$ cat config.mk
export PLATFORM = sky130hd
export DESIGN_NAME = hazard_stall_ctrl
export DESIGN_NICKNAME = d
export VERILOG_FILES = /design/src/rtl/hazard_stall_ctrl.sv
export SDC_FILE = /design/constraint.sdc
export NUM_CORES = 1
export LEC_CHECK = 0
export ABC_AREA = 1
export CORE_UTILIZATION = 21
export CTS_CLUSTER_DIAMETER = 150
export DETAILED_ROUTE_END_ITERATION = 12
export PLACE_DENSITY_LB_ADDON = 0.2
export RECOVER_POWER = 50
export REMOVE_ABC_BUFFERS = 1
export SLEW_MARGIN = 40
export SYNTH_ARGS = -nofsm -noshare
export SYNTH_HDL_FRONTEND = slang
export SYNTH_SLANG_ARGS = --single-unit
$ cat constraint.sdc
create_clock -name clk -period 1.1 [get_ports clk]
set_input_delay 0.22 -clock clk [delete_from_list [all_inputs] [get_ports clk]]
set_output_delay 0.22 -clock clk [all_outputs]
set_load 0.005 [all_outputs]
$ cat src/rtl/hazard_stall_ctrl.sv
// Load-use / branch hazard controller for the ID stage of a 5-stage MIPS pipeline.
// Optional saturating stall-cycle counters are enabled with `define HAZARD_PERF_CNT_EN.
module hazard_stall_ctrl #(
  parameter int unsigned REG_ADDR_W          = 5,
  parameter int unsigned INSTR_W             = 32,
  parameter int unsigned LOAD_STALL_CYCLES   = 1,
  parameter int unsigned BRANCH_STALL_CYCLES = 1,
  parameter bit          ZERO_REG_EXEMPT     = 1'b1,
  parameter int unsigned CNT_W               = 32
) (
  input  logic                  clk,
  input  logic                  rst,
  input  logic                  id_ex_mem_read,
  input  logic [REG_ADDR_W-1:0] id_ex_rt,
  input  logic                  ex_mem_mem_read,
  input  logic [REG_ADDR_W-1:0] ex_mem_rt,
  input  logic [INSTR_W-1:0]    if_id_instr,
  output logic                  hold_pc,
  output logic                  hold_if_id,
  output logic                  bubble_sel,
  output logic [1:0]            stall_state,
  output logic [CNT_W-1:0]      perf_load_stalls,
  output logic [CNT_W-1:0]      perf_branch_stalls
);

  typedef enum logic [1:0] {
    S_IDLE    = 2'd0,
    S_LOAD    = 2'd1,
    S_BRANCH  = 2'd2,
    S_RELEASE = 2'd3
  } state_e;

  localparam int unsigned RT_LSB = 16;
  localparam int unsigned RS_LSB = RT_LSB + REG_ADDR_W;

  localparam logic [3:0] LOAD_A_CNT = 4'(LOAD_STALL_CYCLES - 1);
  localparam logic [3:0] LOAD_B_CNT = 4'(LOAD_STALL_CYCLES - 2);
  localparam logic [3:0] BRANCH_CNT = 4'(BRANCH_STALL_CYCLES - 1);

  state_e          state_q, state_d;
  logic [3:0]      cnt_q, cnt_d;

  logic [REG_ADDR_W-1:0] rs, rt;
  logic [5:0]            opcode;
  logic                  hit_a, hit_b, br;
  logic                  accept;
  logic                  stall;
  logic                  unused_instr;

  assign rs           = if_id_instr[RS_LSB +: REG_ADDR_W];
  assign rt           = if_id_instr[RT_LSB +: REG_ADDR_W];
  assign opcode       = if_id_instr[INSTR_W-1 -: 6];
  assign unused_instr = ^if_id_instr;

  assign hit_a = id_ex_mem_read && (id_ex_rt == rs || id_ex_rt == rt)
                 && !(ZERO_REG_EXEMPT && id_ex_rt == '0);
  // An EX/MEM load only needs extra cycles when a load takes two or more to resolve.
  assign hit_b = (LOAD_STALL_CYCLES >= 2) && ex_mem_mem_read
                 && (ex_mem_rt == rs || ex_mem_rt == rt)
                 && !(ZERO_REG_EXEMPT && ex_mem_rt == '0);
  assign br    = (opcode == 6'b000100) || (opcode == 6'b000101);

  assign accept = (state_q == S_IDLE) || (state_q == S_RELEASE);

  always_ff @(posedge clk or posedge rst) begin
    if (rst) begin
      state_q <= S_IDLE;
      cnt_q   <= '0;
    end else begin
      state_q <= state_d;
      cnt_q   <= cnt_d;
    end
  end

  always_comb begin
    state_d = state_q;
    cnt_d   = cnt_q;
    unique case (state_q)
      S_IDLE, S_RELEASE: begin
        state_d = S_IDLE;
        if (hit_a) begin
          if (LOAD_STALL_CYCLES > 1) begin
            cnt_d   = LOAD_A_CNT;
            state_d = S_LOAD;
          end
        end else if (hit_b) begin
          if (LOAD_STALL_CYCLES > 2) begin
            cnt_d   = LOAD_B_CNT;
            state_d = S_LOAD;
          end
        end else if (br && state_q == S_IDLE) begin
          if (BRANCH_STALL_CYCLES > 1) begin
            cnt_d   = BRANCH_CNT;
            state_d = S_BRANCH;
          end else begin
            state_d = S_RELEASE;
          end
        end
      end
      S_LOAD: begin
        if (cnt_q > 4'd1) cnt_d = cnt_q - 4'd1;
        else              state_d = S_IDLE;
      end
      S_BRANCH: begin
        if (cnt_q > 4'd1) cnt_d = cnt_q - 4'd1;
        else              state_d = S_RELEASE;
      end
    endcase
  end

  // Gated by rst so the holds drop the instant reset asserts, even with a hazard on the inputs.
  always_comb begin
    stall = 1'b0;
    if (!rst) begin
      stall = (state_q == S_LOAD) || (state_q == S_BRANCH)
              || (accept && (hit_a || hit_b || (br && state_q == S_IDLE)));
    end
  end

  assign hold_pc     = stall;
  assign hold_if_id  = stall;
  assign bubble_sel  = stall;
  assign stall_state = state_q;

`ifdef HAZARD_PERF_CNT_EN
  logic             load_cause, branch_cause;
  logic [CNT_W-1:0] perf_load_q, perf_load_d;
  logic [CNT_W-1:0] perf_branch_q, perf_branch_d;

  always_comb begin
    load_cause    = (state_q == S_LOAD) || (accept && (hit_a || hit_b));
    branch_cause  = (state_q == S_BRANCH)
                    || (state_q == S_IDLE && !hit_a && !hit_b && br);
    perf_load_d   = perf_load_q;
    perf_branch_d = perf_branch_q;
    if (stall && load_cause && perf_load_q != '1)
      perf_load_d = perf_load_q + 1'b1;
    if (stall && branch_cause && perf_branch_q != '1)
      perf_branch_d = perf_branch_q + 1'b1;
  end

  always_ff @(posedge clk or posedge rst) begin
    if (rst) begin
      perf_load_q   <= '0;
      perf_branch_q <= '0;
    end else begin
      perf_load_q   <= perf_load_d;
      perf_branch_q <= perf_branch_d;
    end
  end

  assign perf_load_stalls   = perf_load_q;
  assign perf_branch_stalls = perf_branch_q;
`else
  assign perf_load_stalls   = '0;
  assign perf_branch_stalls = '0;
`endif

endmodule

==> reports/qor.yml <==
status: "finished with violations"
violations: "negative setup slack"
rsz0062_at_grt: "true"
io_pins: 115
cp.required_ps: 880
worstPathArrival_ps: 1080
largest_register_ffs: 1
power-per-cell-area_nw_per_um2: 301
syn-instance-count: 126
gp_congestion: 0.688
grt_max_degree: 5
critical_path_class: "in -> out"
critical_path_peak_fanout: 3
drive_above_1_share: 0.237
worst_setup_path_start_kind: "input port"
max_freq_mhz: 769
dp_slack_ps: -1120
finalCritPeriodShare: 1.18
yosysWarnings: 0
synth_xor_area_frac: 0.0227
hold_buffers: 0
synth_top_family_by_area: "buffers and inverters"
synth-compound-area-share: 0.0244
r2r_end: "stall_state[0]"
r2r_cells: 4
rows: 21
drv_cap: 0
dieArea_sq_um: 3920
grt_overflow: 0
muxShareOfSynthArea: 0
grt_pass1_vias: 418
drt_iter0_markers: 3
dp_hpwl_microns: 1120
finalSetupTns_ps: -732
syn_area_sq_um: 771
routedWlPerCell_microns: 6.10
startpoint: "if_id_instr[19]"
crit_end: "hold_if_id"
setup_viol: 4
synthAdderAreaFrac: 0
regToRegStartpoint: "stall_state[0]"
r2r_slack_ps: 180
drtPass1Iterations: 4
worstHoldPathType: "in -> async"
period_needed_ps: 1300
fin_nets: 204
drc_errors: 0
ant_nets: 0
synth_cell_types: 13
endpoint_kind: "primary output"
viasPerCell: 2.96
ys_seq_elements: 1
die_h_microns: 62.6
grt_pass1_wl_microns: 1750
p_leak_nw: 0.593
fin_ws_ps: -200
coreArea_sq_um: 3420
synthSimpleGateAreaFrac: 0.185
n_antenna_cell: 0
vias: 597
fin_skew_ps: 0
drv_slew: 0
ir_drop_mv: 0.0869
syn_to_final_growth_pct: 14.1
wl_microns: 1230
start_util: 0.226
clkLatencyLatePin_ps: 0
fp.dieW_microns: 62.6
antenna_found_initial: 0
hold_violations: 0
grt.total_usage: 0.0527
io_buffers: 27
ys_seq_area_frac: 0.0325
synth.avg_cell_area_sq_um: 6.12
path_clk_slew_ps: 0
==> layer usage <==
metal  up-vias  part of all wire  wire (microns)  global-route usage
met2        45              0.53             649               0.106
met3         0              0.10             123             0.00547
met1       252              0.37             459              0.0621
met5         -                 0               0                   0
li1        300                 -               -                   -
met4         0                 0               0                   0
==> placed cells by master, fill, tap and decap left out, drive strengths merged, types with 2 or more instances in the layout <==
master,count
xnor2,2
buf,23
nand3,2
conb,64
a21oi,2
nand2,24
dlygate4sd2,8
nor2,8
nand4,2
inv,16
==> Yosys cell counts <==
master | instances | area share
nand2_1 | 24 | 0.12
nand4_1 | 2 | 0.016
inv_2 | 1 | 0.0049
nor2_1 | 8 | 0.039
dfrtp_1 | 1 | 0.032
nand3_1 | 2 | 0.013
buf_4 | 67 | 0.65
o21ai_0 | 1 | 0.0065
a21oi_2 | 1 | 0.011
a21oi_1 | 1 | 0.0065
inv_1 | 15 | 0.073
conb_1 | 1 | 0.0049
xnor2_1 | 2 | 0.023
==> stage by stage <==
stage	hold WS, ps	area (sq um)	cells	power (mW)	util
detailed placement	417	855	198	0.255	0.250
global placement	420	855	198	0.255	0.250
floorplan	-51.3	504	122	0.141	-
CTS	419	835	201	0.246	0.244
global route	571	880	202	0.296	0.258
finish	549	880	202	0.265	0.258
==> cells by family (layout without fill, tap and decap cells) <==
kind of cell | Yosys count | count (layout)
xor gates and xnor gates | 2 | 2
AOI/OAI and AO/OA | 3 | 3
and+or+nand+nor | 36 | 36
other | 1 | 64
DFF | 1 | 1
buffers and inverters | 83 | 50
==> power by group <==
group / internal [mW] / total (mW) / leakage (nW) / switching (mW)
combinational: 0.105 / 0.227 / 0.579 / 0.122
clock: 0 / 0 / 0 / 0
sequential: 0.0381 / 0.0384 / 0.0139 / 0.000334
==> what timing repair did <==
| item | 4_1_cts | 5_1_grt |
|---|---|---|
| gates resized for setup | 89 | 13 |
| buffers inserted | 3 | 1 |
| endpoints found under the setup margin | 6 | 4 |
| endpoints found under the hold margin | 0 | 0 |
| pin swaps | 26 | 13 |
==> final cells by class <==
cell class              instances  area (sq um)
flip-flops and latches          1          25.0
multi-input cells             105           443
inverters                      16          65.1
fillers                       407          2540
repair buffers                 34           289
well taps                      46          57.6
==> worst min-delay path by stage <==
stage,from,to,depth (start not counted)
after floorplan,rst,stall_state[0],1
after global placement,rst,stall_state[0],2
after detailed placement,rst,stall_state[0],2
after CTS,rst,stall_state[0],2
after global routing,rst,stall_state[0],2
final,rst,stall_state[0],2
==> worst max-delay path, cell delays in order <==
cell,delay (ps)
clkdlybuf4s15_2,200
xnor2_2,150
nand3_1,80
nand2_1,90
nand2_1,70
a21oi_2,140
buf_2,140
No activity file was read; power rests on OpenSTA's default activity.
